**config.mk**
```make
export PLATFORM = sky130hd
export DESIGN_NAME = sqrt_iter_unit
export DESIGN_NICKNAME = d
export VERILOG_FILES = /design/src/rtl/sqrt_iter_unit.sv
export SDC_FILE = /design/constraint.sdc
export NUM_CORES = 1
export LEC_CHECK = 0
export ABC_AREA = 1
export CAP_MARGIN = 20
export CELL_PAD_IN_SITES_DETAIL_PLACEMENT = 1
export CELL_PAD_IN_SITES_GLOBAL_PLACEMENT = 2
export CORE_UTILIZATION = 33
export DETAILED_ROUTE_END_ITERATION = 8
export GPL_TIMING_DRIVEN = 0
export PLACE_DENSITY = 0.85
export SLEW_MARGIN = 10
export SYNTH_ARGS = -nofsm -noshare
export SYNTH_HDL_FRONTEND = slang
export SYNTH_SLANG_ARGS = --single-unit
```
**constraint.sdc**
```tcl
create_clock -name clk -period 2.56 [get_ports clk]
set_input_delay 0.384 -clock clk [delete_from_list [all_inputs] [get_ports clk]]
set_output_delay 0.384 -clock clk [all_outputs]
set_load 0.02 [all_outputs]
```
**src/rtl/sqrt_iter_unit.sv**
```systemverilog
// Sequential digit-by-digit integer square root: floor(sqrt(radicand)), two radicand bits per clock.
// Optional remainder output (radicand - root^2) enabled by defining SQRT_REM_EN.
module sqrt_iter_unit #(
  parameter int WIDTH = 16
) (
  input  logic                 clk,
  input  logic                 rst_n,
  input  logic                 start,
  input  logic [WIDTH-1:0]     radicand,
  output logic                 busy,
  output logic                 done,
  output logic [WIDTH/2-1:0]   root
`ifdef SQRT_REM_EN
  ,
  output logic [WIDTH/2:0]     rem
`endif
);

  localparam int ROOT_W = WIDTH / 2;
  localparam int REM_W  = WIDTH / 2 + 1;
  localparam int CNT_W  = (ROOT_W > 1) ? $clog2(ROOT_W) : 1;

  typedef enum logic [1:0] {
    S_IDLE,
    S_CALC,
    S_DONE
  } state_t;

  state_t              state_q, state_d;
  logic [WIDTH-1:0]    d_q, d_d;
  logic [REM_W-1:0]    r_q, r_d;
  logic [ROOT_W-1:0]   q_q, q_d;
  logic [CNT_W-1:0]    cnt_q, cnt_d;
  logic [ROOT_W-1:0]   root_q, root_d;
`ifdef SQRT_REM_EN
  logic [REM_W-1:0]    rem_q, rem_d;
`endif

  // One recurrence step; rn/t carry headroom so the compare never truncates.
  logic [1:0]          digit;
  logic [REM_W+1:0]    rn;
  logic [REM_W+1:0]    t;
  logic                ge;
  logic [REM_W-1:0]    r_step;
  logic [ROOT_W-1:0]   q_step;

  always_comb begin
    digit  = 2'(d_q >> {cnt_q, 1'b0});
    rn     = {r_q, digit};
    t      = (REM_W + 2)'({q_q, 2'b01});
    ge     = (rn >= t);
    r_step = ge ? REM_W'(rn - t) : REM_W'(rn);
    q_step = {q_q[ROOT_W-2:0], ge};
  end

  always_comb begin
    state_d = state_q;
    d_d     = d_q;
    r_d     = r_q;
    q_d     = q_q;
    cnt_d   = cnt_q;
    root_d  = root_q;
`ifdef SQRT_REM_EN
    rem_d   = rem_q;
`endif
    case (state_q)
      S_IDLE: begin
        if (start) begin
          d_d     = radicand;
          r_d     = '0;
          q_d     = '0;
          cnt_d   = CNT_W'(ROOT_W - 1);
          state_d = S_CALC;
        end
      end
      S_CALC: begin
        r_d   = r_step;
        q_d   = q_step;
        cnt_d = cnt_q - 1'b1;
        if (cnt_q == '0) begin
          state_d = S_DONE;
          root_d  = q_step;
`ifdef SQRT_REM_EN
          rem_d   = r_step;
`endif
        end
      end
      S_DONE: begin
        state_d = S_IDLE;
      end
      default: begin
        state_d = S_IDLE;
      end
    endcase
  end

  always_ff @(posedge clk or negedge rst_n) begin
    if (!rst_n) begin
      state_q <= S_IDLE;
      d_q     <= '0;
      r_q     <= '0;
      q_q     <= '0;
      cnt_q   <= '0;
      root_q  <= '0;
`ifdef SQRT_REM_EN
      rem_q   <= '0;
`endif
    end else begin
      state_q <= state_d;
      d_q     <= d_d;
      r_q     <= r_d;
      q_q     <= q_d;
      cnt_q   <= cnt_d;
      root_q  <= root_d;
`ifdef SQRT_REM_EN
      rem_q   <= rem_d;
`endif
    end
  end

  assign busy = (state_q == S_CALC);
  assign done = (state_q == S_DONE);
  assign root = root_q;
`ifdef SQRT_REM_EN
  assign rem  = rem_q;
`endif

endmodule

```
==> flow_summary.json <==
{
  "vias": 2044,
  "reg2reg_from": "cnt_q[0]",
  "crit_required_ns": 2.18,
  "diodes": 0,
  "worstSetupStartpointType": "flop",
  "timing.rr.end": "r_q[1]",
  "finalWorstSetupSlack_ns": 0.346,
  "grt_overflow": 0,
  "clock_skew_ns": 0.00705,
  "dp_slack_ns": 0.399,
  "hold_viol_final": 0,
  "critPathTopFamily": "buffers and inverters",
  "first_global_vias": 2226,
  "hold_ws_ns": 0.494,
  "finalSetupViolCount": 0,
  "power.leakage_nw": 1.49,
  "reg2regPathDepth": 16,
  "syn_area_um2": 2480,
  "core_area_um2": 7250,
  "critical_path.max_fanout": 10,
  "wl_mm": 5.94,
  "cts_tree": "done",
  "die_width_um": 88.8,
  "cp_slowest_stage_delay_ns": 0.62,
  "slew_headroom_pct": 66.1,
  "first_pass_iters": 4,
  "end_kind": "primary output",
  "maxCapViolations": 0,
  "io_pins": 29,
  "cpMaxStageDelayCell": "clkdlybuf4s50_1",
  "path_buf_inv": 4,
  "clk_pin_slew_ns": 0.09,
  "hold-path-endpoint": "root[0]",
  "grt_start_max_net_pins": 37,
  "worstSetupPathType": "flop to primary output",
  "drive_above_1_share_pct": 14.9,
  "grt_setup_unrepaired": "false",
  "rrSetupSlack_ns": 0.40,
  "p_per_area_nw_per_um2": 1580,
  "worstSkewPairLatency_ns": 0.30,
  "wire_per_inst_um": 13.7,
  "nets": 365,
  "port_buffers": 28,
  "cp.arrival_ns": 1.83,
  "synth_cell_types": 34,
  "syn_area_per_cell_um2": 8.36,
  "period_minus_slack_ns": 2.21,
  "row_count": 31,
  "drc_errors": 0,
  "synth_edf_count": 0,
  "slew_violations": 0,
  "async_reset_ff_share_pct": 100,
  "postSynthCellCount": 297,
  "routabilityCongestion": 0.859,
  "avgViaCountPerCell": 4.71,
  "grt_first_pass_wirelength_mm": 10.5,
  "hold_path.class": "flop to flop",
  "fmax_mhz": 452,
  "fin_area_um2": 3060,
  "drt_iter0_markers": 87,
  "tightest_slew_ns": 0.508,
  "grt_usage_pct": 17.5,
  "cts_root_buffer": "clkbuf_8",
  "yosys_warnings": 0,
  "hold-path-cell-count": 2,
  "outcome": "finished, final reports clean",
  "cts_made_buffers": 5,
  "die_h_um": 88.8,
  "dieArea_um2": 7880,
  "fin_crit_sh_pct": 86.5,
  "post-dp-hpwl_mm": 4.54,
  "min_from": "root[0]",
  "peakVddDrop_mv": 0.409,
  "tns_ns": 0,
  "ys_ff_latch": 46,
  "syn_nets": 328,
  "crit_path_cell_trace": "inv_1, nand2_1, inv_2, buf_4, clkdlybuf4s50_1",
  "clock_path_buffers": 2,
  "post_cts_buffers": 0,
  "clock_sinks": 46,
  "start_util_pct": 34.2,
  "htree_num_levels": 2,
  "area_growth_syn_to_layout_pct": 23.0,
  "synthFlopType": "dfrtp_1",
  "placed_area_um2": 2900,
  "ys_seq_area_share_pct": 46.3,
  "ant_nets": 0,
  "antenna_found_initial": 0
}
-- power by group --
part / leakage (nW) / internal, W / switching [W]
Clock: 0.0714 / 0.000416 / 0.000255
Sequential: 0.545 / 0.00108 / 0.000196
Combinational: 0.870 / 0.00113 / 0.00175
-- registers in the layout, indices dropped and copies added (netlist names) --
register and flops:
root 8, cnt_q 3, r_q 9, state_q 2, d_q 16, q_q 8
-- synth_stat cells, types with 6 or more instances --
cell type  number  area (um2)
o21ai_1        11        55.1
nand2_2        12        75.1
dfrtp_1        46        1150
inv_2          13        48.8
nor2_1         23        86.3
nand2_1        63         236
nand3_1        20         100
o22ai_1         8        50.1
a21oi_1        20         100
inv_1          29         109
ha_1           12         150
clkbuf_1        6        22.5
-- layout by cell type, fill, tap and decap left out, types with 2 or more instances in the layout --
master            n
buf_6             2
nand2_2          12
bufinv_16         2
inv_2            13
xnor2_1           4
nor3_1            2
nor2_2            2
ha_1             12
a21oi_1          20
o21ai_1          11
nand3_1          20
o22ai_1           8
clkdlybuf4s50_1  27
nand2_1          63
clkbuf_8          6
nor2_1           23
dfrtp_1          46
nand2_4           2
xor2_1            2
o211ai_2          4
a22oi_1           2
inv_1            29
clkbuf_1          6
-- area by class of cell --
| type | count | area [um2] |
|---|---|---|
| fillers | 899 | 4200 |
| flip-flops and latches | 46 | 1150 |
| multi-input cells | 197 | 1100 |
| repair buffers | 30 | 305 |
| inverters | 45 | 178 |
| well taps | 99 | 124 |
| clock buffers | 6 | 82.6 |
| clock inverters | 2 | 60.1 |
| plain buffers | 9 | 52.6 |
-- worst reg2reg max path: stages, from the launching register on --
cell and delay, ns:
dfrtp_1 0.35, buf_6 0.16, inv_8 0.07, nand2_2 0.05, nand3_1 0.07, nand3_1 0.13, nand2_2 0.10, inv_2 0.08
ha_1 0.14, inv_1 0.04, nor2_1 0.12, nand4_1 0.17, nand3_4 0.19, buf_6 0.19, nand2_1 0.07, nand3_1 0.08
nand2_1 0.05
-- stage by stage --
| stage | power [W] | utilization, % | std cells |
|---|---|---|---|
| 2_1_floorplan | 0.00345 | - | 297 |
| 3_5_place_dp | 0.00420 | 40.0 | 425 |
| 4_1_cts | 0.00490 | 42.1 | 434 |
| 5_1_grt | 0.00536 | 42.1 | 434 |
| 3_3_place_gp | 0.00409 | 39.8 | 424 |
| 6_report | 0.00483 | 42.1 | 434 |
-- metal layers --
| layer | routed length [um] | GRT usage, % | up-vias |
|---|---|---|---|
| li1 | - | - | 1026 |
| met1 | 2870 | 23.4 | 987 |
| met2 | 2860 | 29.4 | 25 |
| met3 | 119 | 2.24 | 6 |
| met4 | 89 | 5.72 | 0 |
| met5 | 0 | 0 | - |
-- worst max path at each step --
stage | depth (start not counted) | slack [ns] | start | to
finish | 5 | 0.35 | state_q[1] | busy
global route | 16 | 0.19 | cnt_q[0] | r_q[2]
floorplan | 15 | 0.72 | cnt_q[0] | r_q[3]
detailed placement | 16 | 0.40 | cnt_q[0] | r_q[6]
global placement | 1 | -0.24 | rst_n | q_q[7]
CTS | 5 | 0.30 | state_q[1] | busy
-- timing repair --
action	CTS	global route
resized for setup	0	0
hold buffers	1	0
hold endpoints to repair	10	0
-- logic make-up after synthesis --
kind of cell	share of synthesized area [%]
fa+ha+maj	6.05
buf+inv	9.27
flops	46.3
mux	0.453
compound gates	12.4
xor+xnor	2.12
simple gates	23.3
(Power assumes the default switching activity.)
